## config.mk

```make
export PLATFORM = sky130hd
export DESIGN_NAME = sha256_block_sequencer
export DESIGN_NICKNAME = d
export VERILOG_FILES = /design/src/rtl/sha256_block_sequencer.sv
export SDC_FILE = /design/constraint.sdc
export NUM_CORES = 2
export LEC_CHECK = 0
export CAP_MARGIN = 20
export CORE_AREA = 3 3 712 714
export DETAILED_ROUTE_END_ITERATION = 7
export DIE_AREA = 0 0 715 717
export GPL_TIMING_DRIVEN = 0
export PLACE_DENSITY_LB_ADDON = 0.25
export SLEW_MARGIN = 20
export SYNTH_ARGS = -nofsm -noshare
export SYNTH_HDL_FRONTEND = slang
export SYNTH_SLANG_ARGS = --single-unit
```

## constraint.sdc

```tcl
create_clock -name clk -period 129.7 [get_ports clk]
set_input_delay 12.97 -clock clk [delete_from_list [all_inputs] [get_ports clk]]
set_output_delay 12.97 -clock clk [all_outputs]
set_load 0.1 [all_outputs]
```

## src/rtl/sha256_block_sequencer.sv

```systemverilog
// SHA-256 block sequencer: hands padded 512-bit blocks to an external compression
// core, folds each result into the chaining value and presents the final digest.
module sha256_block_sequencer #(
    parameter int DATA_WIDTH = 32,
    parameter int TIMEOUT    = 128
) (
    input  logic                     clk,
    input  logic                     rst_n,
    input  logic                     s_valid,
    output logic                     s_ready,
    input  logic [16*DATA_WIDTH-1:0] s_block,
    input  logic                     s_last,
    input  logic                     i_abort,
    output logic                     core_load,
    output logic [16*DATA_WIDTH-1:0] core_msg,
    output logic [8*DATA_WIDTH-1:0]  core_h_in,
    input  logic [8*DATA_WIDTH-1:0]  core_h_out,
    input  logic                     core_valid,
    output logic [8*DATA_WIDTH-1:0]  o_digest,
    output logic                     o_digest_valid,
    input  logic                     o_digest_ready,
    output logic [15:0]              o_block_cnt,
    output logic                     o_error
);

    localparam int BLK_W   = 16 * DATA_WIDTH;
    localparam int HASH_W  = 8 * DATA_WIDTH;
    localparam int TIMER_W = (TIMEOUT > 1) ? $clog2(TIMEOUT) : 1;
    localparam logic [255:0] IV_ALL = 256'h6a09e667_bb67ae85_3c6ef372_a54ff53a_510e527f_9b05688c_1f83d9ab_5be0cd19;
    localparam logic [TIMER_W-1:0] TIMER_LAST = TIMER_W'(TIMEOUT - 1);

    typedef enum logic [2:0] {
        IDLE,
        LOAD,
        WAIT,
        ACC,
        DONE,
        ERR
    } state_t;

    state_t               state_reg;
    state_t               state_next;
    logic [BLK_W-1:0]     block_reg;
    logic                 last_reg;
    logic                 first_reg;
    logic [15:0]          cnt_reg;
    logic [TIMER_W-1:0]   timer_reg;
    logic [HASH_W-1:0]    h_all;
    logic                 accept;

    // Abort wins over everything, including an acceptance in IDLE.
    assign accept = (state_reg == IDLE) && s_valid && !i_abort;

    always_ff @(posedge clk) begin
        if (!rst_n) begin
            state_reg <= IDLE;
        end else begin
            state_reg <= state_next;
        end
    end

    always_comb begin
        state_next     = state_reg;
        s_ready        = 1'b0;
        core_load      = 1'b0;
        o_digest_valid = 1'b0;
        o_error        = 1'b0;
        case (state_reg)
            IDLE: begin
                s_ready = 1'b1;
                if (s_valid) begin
                    state_next = LOAD;
                end
            end
            LOAD: begin
                core_load  = 1'b1;
                state_next = WAIT;
            end
            WAIT: begin
                // A result on the final timer cycle is still taken.
                if (core_valid) begin
                    state_next = ACC;
                end else if (timer_reg == TIMER_LAST) begin
                    state_next = ERR;
                end
            end
            ACC: begin
                state_next = last_reg ? DONE : IDLE;
            end
            DONE: begin
                o_digest_valid = 1'b1;
                if (o_digest_ready) begin
                    state_next = IDLE;
                end
            end
            ERR: begin
                o_error = 1'b1;
            end
            default: begin
                state_next = IDLE;
            end
        endcase
        if (i_abort) begin
            state_next = IDLE;
        end
    end

    always_ff @(posedge clk) begin
        if (!rst_n) begin
            first_reg <= 1'b1;
            cnt_reg   <= '0;
            timer_reg <= '0;
            last_reg  <= 1'b0;
        end else if (i_abort) begin
            first_reg <= 1'b1;
            cnt_reg   <= '0;
            timer_reg <= '0;
        end else begin
            case (state_reg)
                IDLE: begin
                    if (accept) begin
                        last_reg <= s_last;
                        if (first_reg) begin
                            cnt_reg <= '0;
                        end
                    end
                end
                LOAD: timer_reg <= '0;
                WAIT: timer_reg <= timer_reg + TIMER_W'(1);
                ACC: begin
                    cnt_reg   <= cnt_reg + 16'd1;
                    first_reg <= 1'b0;
                end
                DONE: begin
                    if (o_digest_ready) begin
                        first_reg <= 1'b1;
                    end
                end
                default: begin
                end
            endcase
        end
    end

    // The message block is pure data and needs no reset.
    always_ff @(posedge clk) begin
        if (accept) begin
            block_reg <= s_block;
        end
    end

    genvar gi;
    generate
        for (gi = 0; gi < 8; gi++) begin : g_word
            localparam int MSB = HASH_W - 1 - gi * DATA_WIDTH;
            localparam logic [DATA_WIDTH-1:0] IV_WORD = DATA_WIDTH'(IV_ALL[255 - 32*gi -: 32]);

            logic [DATA_WIDTH-1:0] h_word_reg;
            logic [DATA_WIDTH-1:0] out_word_reg;

            always_ff @(posedge clk) begin
                if (!rst_n) begin
                    h_word_reg   <= IV_WORD;
                    out_word_reg <= '0;
                end else if (!i_abort) begin
                    if (accept && first_reg) begin
                        h_word_reg <= IV_WORD;
                    end else if (state_reg == ACC) begin
                        h_word_reg <= h_word_reg + out_word_reg;
                    end
                    if ((state_reg == WAIT) && core_valid) begin
                        out_word_reg <= core_h_out[MSB -: DATA_WIDTH];
                    end
                end
            end

            assign h_all[MSB -: DATA_WIDTH] = h_word_reg;
        end
    endgenerate

    assign core_msg    = block_reg;
    assign core_h_in   = h_all;
    assign o_digest    = h_all;
    assign o_block_cnt = cnt_reg;

endmodule

```

==> summary.txt <==
Tmin final: 16.54 ns
Leak: 0.0292 uW
RSZ-0062 raised after global routing: false
Post-Synthesis Cells: 4536
Final period util: 0.128
Worst-path clk slew: 0.06 ns
Number of global-route vias before repair: 43.0k
Clk root buf: clkbuf_16
Reg-to-reg startpoint: state_reg[2]
Area share of fa/ha/maj cells after synthesis: 0.0696
DR vias/cell: 3.25
Area of the multi-input gates: 18300 um^2
Iter 0 DRT Violations: 2475
Leading area contributor after synthesis: edfxtp_1
Register area: 26200 um^2
Simple-gate share of the synthesized area: 0.114
Yosys warns: 0
First-pass GRT wire length: 502 mm
Die W: 715 um
Post-CTS setup buffer count: 0
WP data required: 130.27 ns
Worst-path cell with the longest stage delay: nor3b_2
Placeable core area: 501000 um^2
Area growth syn-to-layout: 69.1%
DP Area: 74200 um^2
Hold Fails Final Rpt: 0
Worst Path Arrival: 17.11 ns
DR WL/cell: 30.4 um
CP Launch Point: i_abort
Synth Register Bits: 1052
HPWL Detailed: 362 mm
CTS Buf Count: 162
Crit path kind: input port to flop
Area of the die: 513000 um^2
Max VDD drop: 0.00950 mV
Status: completed
Syn Area/Cell: 10.4 um^2
Ys async rst share: 0
Register area share after synthesis: 0.554
Drc violations: 0
Largest family of logic cells by synthesized area: compound AO/OA/AOI/OAI gates
Worst rel slew slack: 0.174
Leading post-synthesis cells by cell area: edfxtp_1 33%, dfxtp_1 23%, ha_1 6.6%
Clock sinks: 1052
Cell total after placement: 13.1k
Clk_skew: 0.0761 ns
Max FFs per register: 512
Proportion of layout cells with a drive suffix above 1: 0.145
Max Fclk: 0.0605 GHz
CP max FO: 10
Max Cap Viol: 0
Std-Cell Rows: 260
Mux contribution to synthesized area: 0.00132
Critical Path Most Common Cell: buf_4
Port Buffers: 1817
CP Capture Type: flop
Netlist Area Pre-Place: 47200 um^2
Io pins: 1819
Cell Chain, Critical Path: clkdlybuf4s50_1 -> nor3b_2 -> buf_4 -> buf_4 -> buf_4 -> buf_4 -> buf_6 -> buf_4 -> buf_4 -> buf_6 -> buf_4 -> buf_4 -> buf_4 -> buf_4 -> buf_4 -> buf_6
Post-cts resize count: 0
Main synth FF type: dfxtp_1
Area share of the leading cell type in the synthesized netlist: 0.325
Setup TNS: 0 ns
Post-synth EDFFs: 512
Initial antenna violation count: 391
Hold Crit Start: g_word[2].out_word_reg[29]
XOR/XNOR Fraction of Synth Area: 0.0432
Power per standard cell area: 12.6 nW/um^2
CTS tree: done
Crit path launch type: input port
Crit-path max cell delay: 0.65 ns
Synth Area in Compound Gates: 0.158
Die Y: 717 um
Via count: 44.0k
Global route overflow: 0
Final instance area: 79900 um^2
Syn nets: 5569
Post-Layout Cell Count: 13.5k
GPL Wtd Cong: 0.820
Largest net degree at the start of global routing: 14
Clock Latency Late Sink: 0.89 ns
First drt pass iteration count: 5
Fillers: 56.4k
Aggregate global-route resource usage: 0.154
CTS HTree Levels: 4
Routed Antenna Nets: 0
# setup viols final: 0
CTS Buffer Depth: 4
Slew Viols, Final: 0
Final wirelength: 412 mm
Initial core utilization: 0.0943
Min-Delay Path Class: flop to flop
Synth unique cells: 82
Slew @ Worst Pin: 1.23 ns
Post-layout nets: 7662
Post-CTS Hold Buffers: 0
metrics by stage:
step | power, uW | util | setup WS [ns] | hold WS [ns]
global route | 1050 | 0.159 | 112.97 | 0.480
finish | 1010 | 0.159 | 113.16 | 0.459
global placement | 570 | 0.147 | 46.41 | 0.447
CTS | 1040 | 0.159 | 113.18 | 0.460
floorplan | 483 | - | 77.36 | 0.435
detailed placement | 551 | 0.148 | 112.21 | 0.452
cell usage in the layout, fill, tap and decap left out, types with 28 or more instances in the layout:
cell | Yosys | final
clkdlybuf4s50_1 | 0 | 1554
nand2_1 | 809 | 808
dfxtp_1 | 540 | 540
a21oi_1 | 532 | 532
edfxtp_1 | 512 | 512
buf_4 | 256 | 311
buf_2 | 1 | 267
ha_1 | 250 | 250
nor2_1 | 200 | 196
o21ai_0 | 194 | 194
clkbuf_16 | 0 | 164
clkbuf_1 | 162 | 138
a21o_1 | 125 | 125
xnor2_1 | 121 | 121
xor2_1 | 112 | 112
nand3_1 | 85 | 85
diode_2 | 0 | 81
o211ai_1 | 68 | 68
inv_1 | 62 | 62
clkbuf_2 | 0 | 49
o21bai_1 | 40 | 40
a22oi_1 | 39 | 39
a211oi_1 | 29 | 28
cell families (layout without fill, tap and decap cells):
family | Yosys count | in the layout
DFF | 1052 | 1052
muxes | 6 | 6
buffers and inverters | 498 | 2719
AOI/OAI and AO/OA | 1217 | 1217
adders and majority gates | 258 | 258
xor gates and xnor gates | 233 | 233
other | 0 | 81
and+or+nand+nor | 1272 | 1272
per-layer routing:
metal  GRT usage  share of wire
met5           0         0.0015
met4      0.0574          0.043
met3      0.0543          0.084
met2       0.297           0.54
met1       0.148           0.33
area by class of cell:
type / instances / area share
antenna: 81 / 0.00254
buffer: 435 / 0.0334
clock buffer: 203 / 0.0551
clock inverter: 89 / 0.0137
inverter: 63 / 0.00296
multi-input combinational: 2986 / 0.229
sequential: 1052 / 0.328
tap: 6681 / 0.105
timing repair buffer: 1929 / 0.231
worst paths after layout:
kind	to	slack [ns]	cells past startpoint
worst max-delay path	core_msg[160]	113.16	16
worst min-delay path	g_word[2].out_word_reg[29]	0.46	2
worst max register to register	core_msg[160]	125.02	17
worst min register to register	g_word[2].out_word_reg[29]	0.46	2
where the power goes:
group,total (uW),internal (uW),leakage [uW],switching (uW)
Combinational,174,47.5,0.0174,126
Sequential,366,360,0.00913,6.40
Clock,469,275,0.00266,194
Total,1010,683,0.0292,326
cell usage after synthesis (9+ instances only):
cell	instances
o31ai_1	16
nand4_1	21
nand3b_1	9
or3_1	15
nand3_1	85
o211ai_1	68
nor2_1	200
a211oi_1	29
a211o_1	10
o21ai_1	14
o21bai_1	40
buf_1	16
a21o_1	125
clkbuf_1	162
xnor2_1	121
inv_1	62
ha_1	250
and2_1	15
buf_4	256
dfxtp_1	540
nor2b_1	20
nand2_1	809
o21ai_0	194
a21oi_1	532
a22oi_1	39
o21a_1	24
edfxtp_1	512
o22ai_1	17
nor3_1	27
a31oi_1	25
xor2_1	112
nand2b_1	19
and3_1	17
critical path: cells and delay by family:
family / cells / cell delay, ns
buffers and inverters: 15 / 3.45
and+or+nand+nor: 1 / 0.65
Note: power is estimated with default switching activity, not from simulation.
